## config.mk

```make
export PLATFORM = sky130hd
export DESIGN_NAME = keycode_report_encoder_flat
export DESIGN_NICKNAME = d
export VERILOG_FILES = /design/src/rtl/keycode_report_encoder_if.sv /design/src/rtl/keycode_report_encoder.sv /design/src/flat_wrapper.sv
export SDC_FILE = /design/constraint.sdc
export NUM_CORES = 1
export LEC_CHECK = 0
export BUFFER_PORTS_ARGS = -buffer_cell sky130_fd_sc_hd__buf_2
export CORE_ASPECT_RATIO = 0.7
export CORE_MARGIN = 1
export CORE_UTILIZATION = 35
export CTS_CLUSTER_SIZE = 12
export DETAILED_ROUTE_END_ITERATION = 10
export GPL_ROUTABILITY_DRIVEN = 0
export SYNTH_ARGS = -nofsm -noshare
export SYNTH_HDL_FRONTEND = slang
export SYNTH_SLANG_ARGS = --single-unit
```

## constraint.sdc

```tcl
create_clock -name Clk -period 7.4 [get_ports Clk]
set_input_delay 1.48 -clock Clk [delete_from_list [all_inputs] [get_ports Clk]]
set_output_delay 1.48 -clock Clk [all_outputs]
set_load 0.05 [all_outputs]
```

## src/rtl/keycode_report_encoder_if.sv

```systemverilog
// Event/report bus of the keycode report encoder: key events in, 6-slot HID report out.
interface keycode_report_encoder_if;
  logic        evt_valid;
  logic        evt_ready;
  logic [7:0]  evt_code;
  logic        evt_press;
  logic        clear;
  logic [47:0] keycodes;
  logic        report_valid;
  logic        rollover;
  logic [2:0]  key_count;

  modport master (
    output evt_valid, evt_code, evt_press, clear,
    input  evt_ready, keycodes, report_valid, rollover, key_count
  );

  modport slave (
    input  evt_valid, evt_code, evt_press, clear,
    output evt_ready, keycodes, report_valid, rollover, key_count
  );
endinterface

```

## src/rtl/keycode_report_encoder.sv

```systemverilog
// Turns press/release key events into a compacted 6-slot HID keycode report with
// rollover signalling; one event in flight at a time (IDLE -> MATCH -> [SHIFT] -> COMMIT).
module keycode_report_encoder #(
  parameter int         NUM_SLOTS     = 6,
  parameter logic [7:0] ROLLOVER_CODE = 8'h01
) (
  input  logic                     Clk,
  input  logic                     Reset_n,
  keycode_report_encoder_if.slave  bus
);
  typedef enum logic [1:0] {S_IDLE, S_MATCH, S_SHIFT, S_COMMIT} state_t;

  localparam logic [2:0] LP_FULL = 3'(NUM_SLOTS);

  state_t      r_state;
  state_t      w_state_nxt;
  logic [7:0]  r_slot [NUM_SLOTS];
  logic [2:0]  r_count;
  logic [2:0]  r_ptr;
  logic        r_rollover;
  logic [7:0]  r_code;
  logic        r_press;
  logic [47:0] r_keycodes;
  logic [2:0]  r_key_count;
  logic        r_rollover_out;
  logic        r_report_valid;

  logic        w_ready;
  logic        w_accept;
  logic        w_ignore;
  logic        w_hit;
  logic [2:0]  w_hit_idx;
  logic [47:0] w_slots_flat;
  logic [47:0] w_pub_keys;
  logic [2:0]  w_pub_count;
  logic        w_pub_roll;
  logic        w_changed;

  assign w_ready  = (r_state == S_IDLE) && !bus.clear && Reset_n;
  assign w_accept = bus.evt_valid && w_ready;
  assign w_ignore = (r_code < 8'h04);

  // Parallel lookup of the latched code; codes are unique so OR-ing indices is safe.
  always_comb begin
    w_hit        = 1'b0;
    w_hit_idx    = 3'd0;
    w_slots_flat = 48'd0;
    for (int i = 0; i < NUM_SLOTS; i++) begin
      w_hit                  = w_hit | ((3'(i) < r_count) && (r_slot[i] == r_code));
      w_hit_idx              = w_hit_idx | (((3'(i) < r_count) && (r_slot[i] == r_code)) ? 3'(i) : 3'd0);
      w_slots_flat[8*i +: 8] = r_slot[i];
    end
  end

  // Clear publishes zeros directly so a held clear yields a single report.
  always_comb begin
    w_pub_keys  = bus.clear ? 48'd0 : (r_rollover ? {NUM_SLOTS{ROLLOVER_CODE}} : w_slots_flat);
    w_pub_count = bus.clear ? 3'd0 : r_count;
    w_pub_roll  = bus.clear ? 1'b0 : r_rollover;
    w_changed   = (w_pub_keys != r_keycodes) || (w_pub_count != r_key_count) || (w_pub_roll != r_rollover_out);
  end

  // State register.
  always_ff @(posedge Clk) begin
    if (!Reset_n) begin
      r_state <= S_IDLE;
    end else begin
      r_state <= w_state_nxt;
    end
  end

  // Next-state logic.
  always_comb begin
    w_state_nxt = r_state;
    if (bus.clear) begin
      w_state_nxt = S_COMMIT;
    end else begin
      case (r_state)
        S_IDLE:   w_state_nxt = w_accept ? S_MATCH : S_IDLE;
        S_MATCH:  w_state_nxt = (!w_ignore && !r_press && w_hit) ? S_SHIFT : S_COMMIT;
        S_SHIFT:  w_state_nxt = (r_ptr == (r_count - 3'd1)) ? S_COMMIT : S_SHIFT;
        S_COMMIT: w_state_nxt = S_IDLE;
        default:  w_state_nxt = S_IDLE;
      endcase
    end
  end

  // Outputs decoded from state.
  always_comb begin
    bus.evt_ready = w_ready;
  end

  // Slot table, event latch and compaction pointer.
  always_ff @(posedge Clk) begin
    if (!Reset_n || bus.clear) begin
      for (int i = 0; i < NUM_SLOTS; i++) r_slot[i] <= 8'h00;
      r_count    <= 3'd0;
      r_ptr      <= 3'd0;
      r_rollover <= 1'b0;
      r_code     <= (!Reset_n) ? 8'h00 : r_code;
      r_press    <= (!Reset_n) ? 1'b0 : r_press;
    end else begin
      case (r_state)
        S_IDLE: begin
          if (w_accept) begin
            r_code  <= bus.evt_code;
            r_press <= bus.evt_press;
          end else begin
            r_code  <= r_code;
          end
        end
        S_MATCH: begin
          if (w_ignore) begin
            r_ptr <= r_ptr;
          end else if (r_press) begin
            if (w_hit) begin
              r_ptr <= r_ptr;
            end else if (r_count < LP_FULL) begin
              r_slot[r_count] <= r_code;
              r_count         <= r_count + 3'd1;
            end else begin
              r_rollover <= 1'b1;
            end
          end else begin
            r_rollover <= 1'b0;
            r_ptr      <= w_hit ? w_hit_idx : r_ptr;
          end
        end
        S_SHIFT: begin
          if (r_ptr < (r_count - 3'd1)) begin
            r_slot[r_ptr] <= r_slot[r_ptr + 3'd1];
            r_ptr         <= r_ptr + 3'd1;
          end else begin
            r_slot[r_ptr] <= 8'h00;
            r_count       <= r_count - 3'd1;
          end
        end
        default: r_ptr <= r_ptr;
      endcase
    end
  end

  // Published report; report_valid is guarded against back-to-back pulses.
  always_ff @(posedge Clk) begin
    if (!Reset_n) begin
      r_keycodes     <= 48'd0;
      r_key_count    <= 3'd0;
      r_rollover_out <= 1'b0;
      r_report_valid <= 1'b0;
    end else if (r_state == S_COMMIT) begin
      r_keycodes     <= w_pub_keys;
      r_key_count    <= w_pub_count;
      r_rollover_out <= w_pub_roll;
      r_report_valid <= w_changed && !r_report_valid;
    end else begin
      r_report_valid <= 1'b0;
    end
  end

  assign bus.keycodes     = r_keycodes;
  assign bus.key_count    = r_key_count;
  assign bus.rollover     = r_rollover_out;
  assign bus.report_valid = r_report_valid;
endmodule

```

## src/flat_wrapper.sv

```systemverilog
// flat-port wrapper written by rule: the top's interface ports become plain ports
module keycode_report_encoder_flat 
#(
  parameter int         NUM_SLOTS     = 6,
  parameter logic [7:0] ROLLOVER_CODE = 8'h01
)
  (Clk, Reset_n, bus_evt_valid, bus_evt_code, bus_evt_press, bus_clear, bus_evt_ready, bus_keycodes, bus_report_valid, bus_rollover, bus_key_count);
  keycode_report_encoder_if bus_i ();
  input  logic Clk;
  input  logic Reset_n;
  input wire logic [$bits(bus_i.evt_valid)-1:0] bus_evt_valid;
  input wire logic [$bits(bus_i.evt_code)-1:0] bus_evt_code;
  input wire logic [$bits(bus_i.evt_press)-1:0] bus_evt_press;
  input wire logic [$bits(bus_i.clear)-1:0] bus_clear;
  output wire logic [$bits(bus_i.evt_ready)-1:0] bus_evt_ready;
  output wire logic [$bits(bus_i.keycodes)-1:0] bus_keycodes;
  output wire logic [$bits(bus_i.report_valid)-1:0] bus_report_valid;
  output wire logic [$bits(bus_i.rollover)-1:0] bus_rollover;
  output wire logic [$bits(bus_i.key_count)-1:0] bus_key_count;
  assign bus_i.evt_valid = bus_evt_valid;
  assign bus_i.evt_code = bus_evt_code;
  assign bus_i.evt_press = bus_evt_press;
  assign bus_i.clear = bus_clear;
  assign bus_evt_ready = bus_i.evt_ready;
  assign bus_keycodes = bus_i.keycodes;
  assign bus_report_valid = bus_i.report_valid;
  assign bus_rollover = bus_i.rollover;
  assign bus_key_count = bus_i.key_count;
  keycode_report_encoder #(.NUM_SLOTS(NUM_SLOTS), .ROLLOVER_CODE(ROLLOVER_CODE)) u_core (.Clk(Clk), .Reset_n(Reset_n), .bus(bus_i));
endmodule
```

# After elaboration in Yosys (flattened, before gate mapping)

Memories as Yosys holds them, arrays and structs flattened.
Cells that the tools add are included.

Register bits after elaboration: 71
Memory bits (writable): 48
Word-level logic and storage cells: 149
Memories kept: 1

Add/subtract/negate cells: 3
Magnitude comparators: 9
Equal/unequal tests: 24
Multiplexer cells: 60
Bitwise logic cells: 11
Reduce and logical (&&, ||, !) cells: 31

Memory list:

| name          | depth | width | read ports | clocked after memory_dff | wr ports | RTL line                     | RTL |
|---|---|---|---|---|---|---|---|
| u_core.r_slot | 6     | 8     | 7          | 0                        | 6        | keycode_report_encoder.sv:17 | `logic [7:0] r_slot [NUM_SLOTS];` |

Operators with widths:

| kind                                                        | count |
|---|---|
| two-way mux 48 bit                                          | 2 |
| two-way mux 8 bit                                           | 7 |
| equality test 8 bit                                         | 6 |
| inequality test 48 bit                                      | 1 |
| two-way mux 3 bit                                           | 14 |
| two-way mux 1 bit                                           | 31 |
| OR reduction 8 bit                                          | 2 |
| inequality test 2 bit (second input constant)               | 7 |
| logical AND 1 bit                                           | 12 |
| bitwise OR 3 bit                                            | 4 |
| case mux 3 bit (2 select lines)                             | 2 |
| less-than comparator 8 x 3 -> 1 bit (second input constant) | 1 |
| inequality test 2 x 1 -> 1 bit (second input constant)      | 4 |
| case mux 2 bit (4 select lines)                             | 1 |
| adder 3 x 1 -> 3 bit (second input constant)                | 2 |
| less-than comparator 1 x 3 -> 1 bit (first input constant)  | 2 |
| less-than comparator 2 x 3 -> 1 bit (first input constant)  | 2 |
| less-than comparator 3 bit (first input constant)           | 2 |
| two-way mux 2 bit                                           | 3 |
| bitwise OR 1 bit                                            | 6 |
| AND reduction 6 bit                                         | 1 |
| nonzero test 2 bit                                          | 3 |
| logical NOT 1 bit                                           | 5 |
| AND reduction 5 bit                                         | 1 |
| 14 further kinds                                            | 17 |

# Depth between registers and ports, before layout

An unclocked memory read counts as a cell.

Word-level depth: 17
Mapped depth: 11
Gate-level depth less buffers: 10

# Worst setup path before layout

No wires, ideal clock.

Path kind: in2out
Start: input port bus_clear
End: output port bus_evt_ready
Arrival: 2.669 ns
Required time: 5.920 ns
Slack: 3.251 ns
Stages: 4
Path through: clkbuf_1 nor2b_1 clkbuf_1 and2_1

Longest elaborated chain between the ends: 3

Ends and longest elaborated chain:

| what                            | RTL line                     | RTL |
|---|---|---|
| start: declaration              | flat_wrapper.sv:14           | `input wire logic [$bits(bus_i.clear)-1:0] bus_clear;` |
| logical NOT 1 bit               | keycode_report_encoder.sv:39 | `assign w_ready = (r_state == S_IDLE) && !bus.clear && Reset_n;` |
| logical AND 1 bit (2 in series) | keycode_report_encoder.sv:39 |  |
| end: declaration                | flat_wrapper.sv:15           | `output wire logic [$bits(bus_i.evt_ready)-1:0] bus_evt_ready;` |

Every way passes these cells.

==> results.txt <==
* Result of the run: complete, no violations
* Top cells by count, synth: sky130_fd_sc_hd__nor2_1 (96), sky130_fd_sc_hd__edfxtp_1 (73), sky130_fd_sc_hd__dfxtp_1 (62), sky130_fd_sc_hd__nand3_1 (57), sky130_fd_sc_hd__xnor2_1 (55)
- Worst-case clock skew: about 0.011 ns
- After clock tree synthesis, the setup repair step added 0 buffers.
- The max-slew violation total from the final report is 0.
* Fraction of the core area covered by cells at the end of the flow: approximately 40%
- Once the floorplan was initialized, standard cells occupied between 30% and 40% of the core.
* Start point of the worst min-delay path: u_core.bus.report_valid
* DRT Pass-1 Iters: 5
- The total overflow left after global routing is 0.
* Synth Cell Area: 7814 sq um
- In the global route stage, overall resource usage came out at a little over a fifth.
- Across the run, the number of max-cap violations was 0.
- Vert. Die Dim: around 130 um
- Largest family of logic cells by synthesized area: simple AND/OR/NAND/NOR gates
- Summed over all instances, the cell type with the most area after synthesis is sky130_fd_sc_hd__edfxtp_1.
- Slew at the pin closest to its max-slew limit: 1.058 ns
* Area of the core: about 22000 sq um
- In the routed layout, each cell is associated on average with a via count of about 5.6.
- The net count of the finished layout is about 900.
- Once placement completed, the tool counted placed cells totaling between 1000 and 1500.
* Most frequently used cell type in the post-synthesis netlist: sky130_fd_sc_hd__nor2_1
* Routed length on met2: 9252 um
* Share of post-route cells with drive strength above 1: 15.31%
- The tree built by TritonCTS fans out to between 100 and 150 sinks.
- The share of the Yosys chip area taken by registers is between 40% and 50%.
- Kind of critical path: input port to flop
* Clock buffer count from CTS: 17
* Total inserted antenna cells: 0
* Area delta synth->final: 14.17%
- Insertion delay to the later sink of the worst-skew pair: 0.43 ns
- Averaged over all synthesized cells, the footprint is about 9.7 sq um.
* Number of remaining DRC errors: 0
* Setup repair after global routing missed its margin: no
* XOR/XNOR Fraction of Synth Area: under 10%
- By area the synthesized netlist is led by sky130_fd_sc_hd__edfxtp_1 (28%), sky130_fd_sc_hd__dfxtp_1 (16%), sky130_fd_sc_hd__xnor2_1 (6.2%).
- In the final routing, the length of wire on met1 measures approximately 11000 um.
* Kind of end point of the critical path: flop
- For this run, the leading register cell type out of synthesis is sky130_fd_sc_hd__edfxtp_1.
- Along the worst hold path, the cell count comes to 1.
- Dividing the detail-routed wire length by the instance count gives about 21 um.
* Ys Warns: 0
- Summed over its instances, the top area cell type makes up between 20% and 30% of the synthesized netlist area.
* Iteration-0 DRC count of the detailed router: between 600 and 700
* Number of enable flip-flop cells after synthesis: 73
- The number of gates resized after CTS was 0.
* Number of synthesized register bits: approximately 140
* Aggregate negative setup slack: 0 ns
- Final hold analysis gives a worst-case slack of ~0.46 ns.
- Async set or reset register ratio after synthesis: 0%
- Wire length of the first global-routing pass: about 36000 um
- Final clock period utilization by the worst path: 58.48%
- From left edge to right edge, the die measures between 150 and 200 um.
* Post-route non-filler standard cell count: about 1100
- VDD sags by at most around 0.18 mV.
- Number of hold-slack violations in the final timing report: 0
* Worst r2r dst: u_core.r_slot[7][0]
- The final route contains 6440 vias.
* Simple-gate area share of the yosys netlist: 21.44%
* Final critical path time including I/O delays and setup: around 4.3 ns
- Along the worst path, the maximum fanout reaches 58.
- Initial antenna violation count: 1
- Counting cells, the worst reg-to-reg path comes to 10.
* Cell row count: 45
- Arithmetic-cell share of the synthesized area counting full adders, half adders and majority gates: 1.922%
* Upper clock frequency limit: 231.1 MHz
* Worst endpoint required time: ~7.5 ns
- Syn Inst Count: 808
- Static power due to leakage: between 3 and 4 nW
* Uppermost layer routed: met5
- Number of filler cells placed in the layout: about 2100
* Worst setup slack for register-to-register paths: ~3.8 ns
- Pwr Density: around 220 nW/um^2
- Entering global routing, the biggest net connects 100 pins.
- Clk Tree Root Cell: sky130_fd_sc_hd__clkbuf_16
- Setup violations remaining at the end of the flow were counted as 0.
* Total number of H-tree levels: 4
- Maximum clock path buffer count: 2
- Data on the critical path arrives at its endpoint at between 4 and 5 ns.
- For this design, the CTS-stage hold fixing added 0 buffers.
* Total Routed Length: 23770 um
- The number of global-route vias before repair came to slightly below 6000.
* Multiplexer share of the synthesized area: a little over 6%
* WHS Endpoint: u_core.bus.report_valid
* Area of the die: 22940 sq um
* Area fraction in compound gates after synthesis: between 10 and 15%
- The number of different library cells used by synthesis comes to between 60 and 70.
* Dpl hpwl: ~17000 um
- CTS tree: done
- Worst setup SP type: input port
- Synthesized net count: 833
- Clock-pin slew was measured on the worst setup and hold paths at roughly 0.060 ns.
- Number of nets still failing antenna checks after routing: 0
- Length of routed met3 wiring: roughly 2800 um
* Count of pins on the block boundary: 67
- Input and output buffers added on the ports amount to 66.
* Worst min-delay path category: flop to flop
- Reg2Reg Launch Point: u_core.r_count[0]
* Worst slew margin relative to its limit: slightly below 30%
[registers in the layout, indices dropped and copies added, names as in the netlist, 2 cells and up]
register              cells
u_core.r_slot            64
u_core.bus.keycodes      48
u_core.r_code             8
u_core.bus.key_count      3
u_core.r_count            3
u_core.r_ptr              3
u_core.r_state            2
[critical path, cell delays in order]
cell                      delay, ns
sky130_fd_sc_hd__buf_2         0.08
sky130_fd_sc_hd__buf_4         0.42
sky130_fd_sc_hd__nand2_1       0.27
sky130_fd_sc_hd__or4_1         0.64
sky130_fd_sc_hd__or2_2         0.32
sky130_fd_sc_hd__o31ai_1       0.46
sky130_fd_sc_hd__nand3_1       0.38
sky130_fd_sc_hd__nand2_1       0.37
[worst max path at each step]
stage / from / endpoint / slack, ns / depth (start not counted)
final: Reset_n / u_core.r_slot[3][7] / 3.07 / 8
after detailed placement: Reset_n / u_core.r_slot[3][1] / 2.72 / 8
after floorplan: bus_clear / bus_evt_ready / 3.25 / 4
after global routing: Reset_n / u_core.r_slot[3][7] / 2.90 / 8
after CTS: Reset_n / u_core.r_slot[3][7] / 3.14 / 8
after global placement: Reset_n / u_core.r_slot[3][1] / 2.78 / 8
[power by group]
| group | switching, mW | leakage, nW | internal, mW |
|---|---|---|---|
| Sequential | 0.0674 | 1.30 | 0.816 |
| Clock | 0.340 | 0.277 | 0.512 |
| Combinational | 0.144 | 1.56 | 0.106 |
| Total | 0.552 | 3.13 | 1.43 |
[cell usage in the layout (no fill, tap or decap), types with 11 or more instances in the layout]
cell | Yosys | final
sky130_fd_sc_hd__dfxtp_1 | 62 | 62
sky130_fd_sc_hd__and2_1 | 22 | 22
sky130_fd_sc_hd__a21boi_0 | 46 | 46
sky130_fd_sc_hd__buf_2 | 8 | 66
sky130_fd_sc_hd__nand2b_1 | 45 | 45
sky130_fd_sc_hd__nand2_1 | 26 | 26
sky130_fd_sc_hd__xor2_1 | 11 | 11
sky130_fd_sc_hd__ha_1 | 12 | 11
sky130_fd_sc_hd__nand3_1 | 57 | 57
sky130_fd_sc_hd__o32ai_1 | 11 | 11
sky130_fd_sc_hd__xnor2_1 | 55 | 55
sky130_fd_sc_hd__a21oi_1 | 24 | 24
sky130_fd_sc_hd__mux4_2 | 16 | 16
sky130_fd_sc_hd__o21ai_0 | 22 | 22
sky130_fd_sc_hd__o22ai_1 | 14 | 14
sky130_fd_sc_hd__edfxtp_1 | 73 | 73
sky130_fd_sc_hd__nor2_1 | 96 | 95
sky130_fd_sc_hd__a31oi_1 | 13 | 13
sky130_fd_sc_hd__nand4_1 | 12 | 12
sky130_fd_sc_hd__clkbuf_16 | 0 | 19
sky130_fd_sc_hd__inv_1 | 36 | 36
sky130_fd_sc_hd__nor3_1 | 13 | 13
sky130_fd_sc_hd__nor4bb_1 | 11 | 11
[metrics by stage]
| step | power [mW] | worst slack, ns | cell area, sq um |
|---|---|---|---|
| 2_1_floorplan | 1.063 | 3.251 | 7814 |
| 3_3_place_gp | 1.140 | 2.782 | 8332 |
| 3_5_place_dp | 1.142 | 2.715 | 8332 |
| 4_1_cts | 1.986 | 3.143 | 8921 |
| 5_1_grt | 2.050 | 2.900 | 8921 |
| 6_report | 1.986 | 3.073 | 8921 |
[per-layer routing]
| metal | GRT usage [%] | up-vias |
|---|---|---|
| met2 | 28.04 | 322 |
| met5 | 0 | - |
| met1 | 31.26 | 3087 |
| met4 | 7.190 | 2 |
| li1 | - | 2993 |
| met3 | 7.697 | 36 |
[kinds of logic after synthesis]
family | Yosys count
compound gates | 163
xor+xnor | 66
fa+ha+maj | 12
buf+inv | 86
flops | 135
mux | 27
simple gates | 319
[layout make-up]
| cell class | instances | area (sq um) | share of cell area [%] |
|---|---|---|---|
| Clock buffer | 23 | 500.5 | 5.610 |
| Clock inverter | 9 | 88.84 | 0.9958 |
| Inverter | 36 | 135.1 | 1.515 |
| Multi-Input combinational cell | 587 | 4035 | 45.23 |
| Sequential cell | 135 | 3433 | 38.49 |
| Tap cell | 282 | 352.8 | 3.955 |
| Timing Repair Buffer | 72 | 375.4 | 4.208 |
Note: power is estimated with default switching activity, not from simulation.
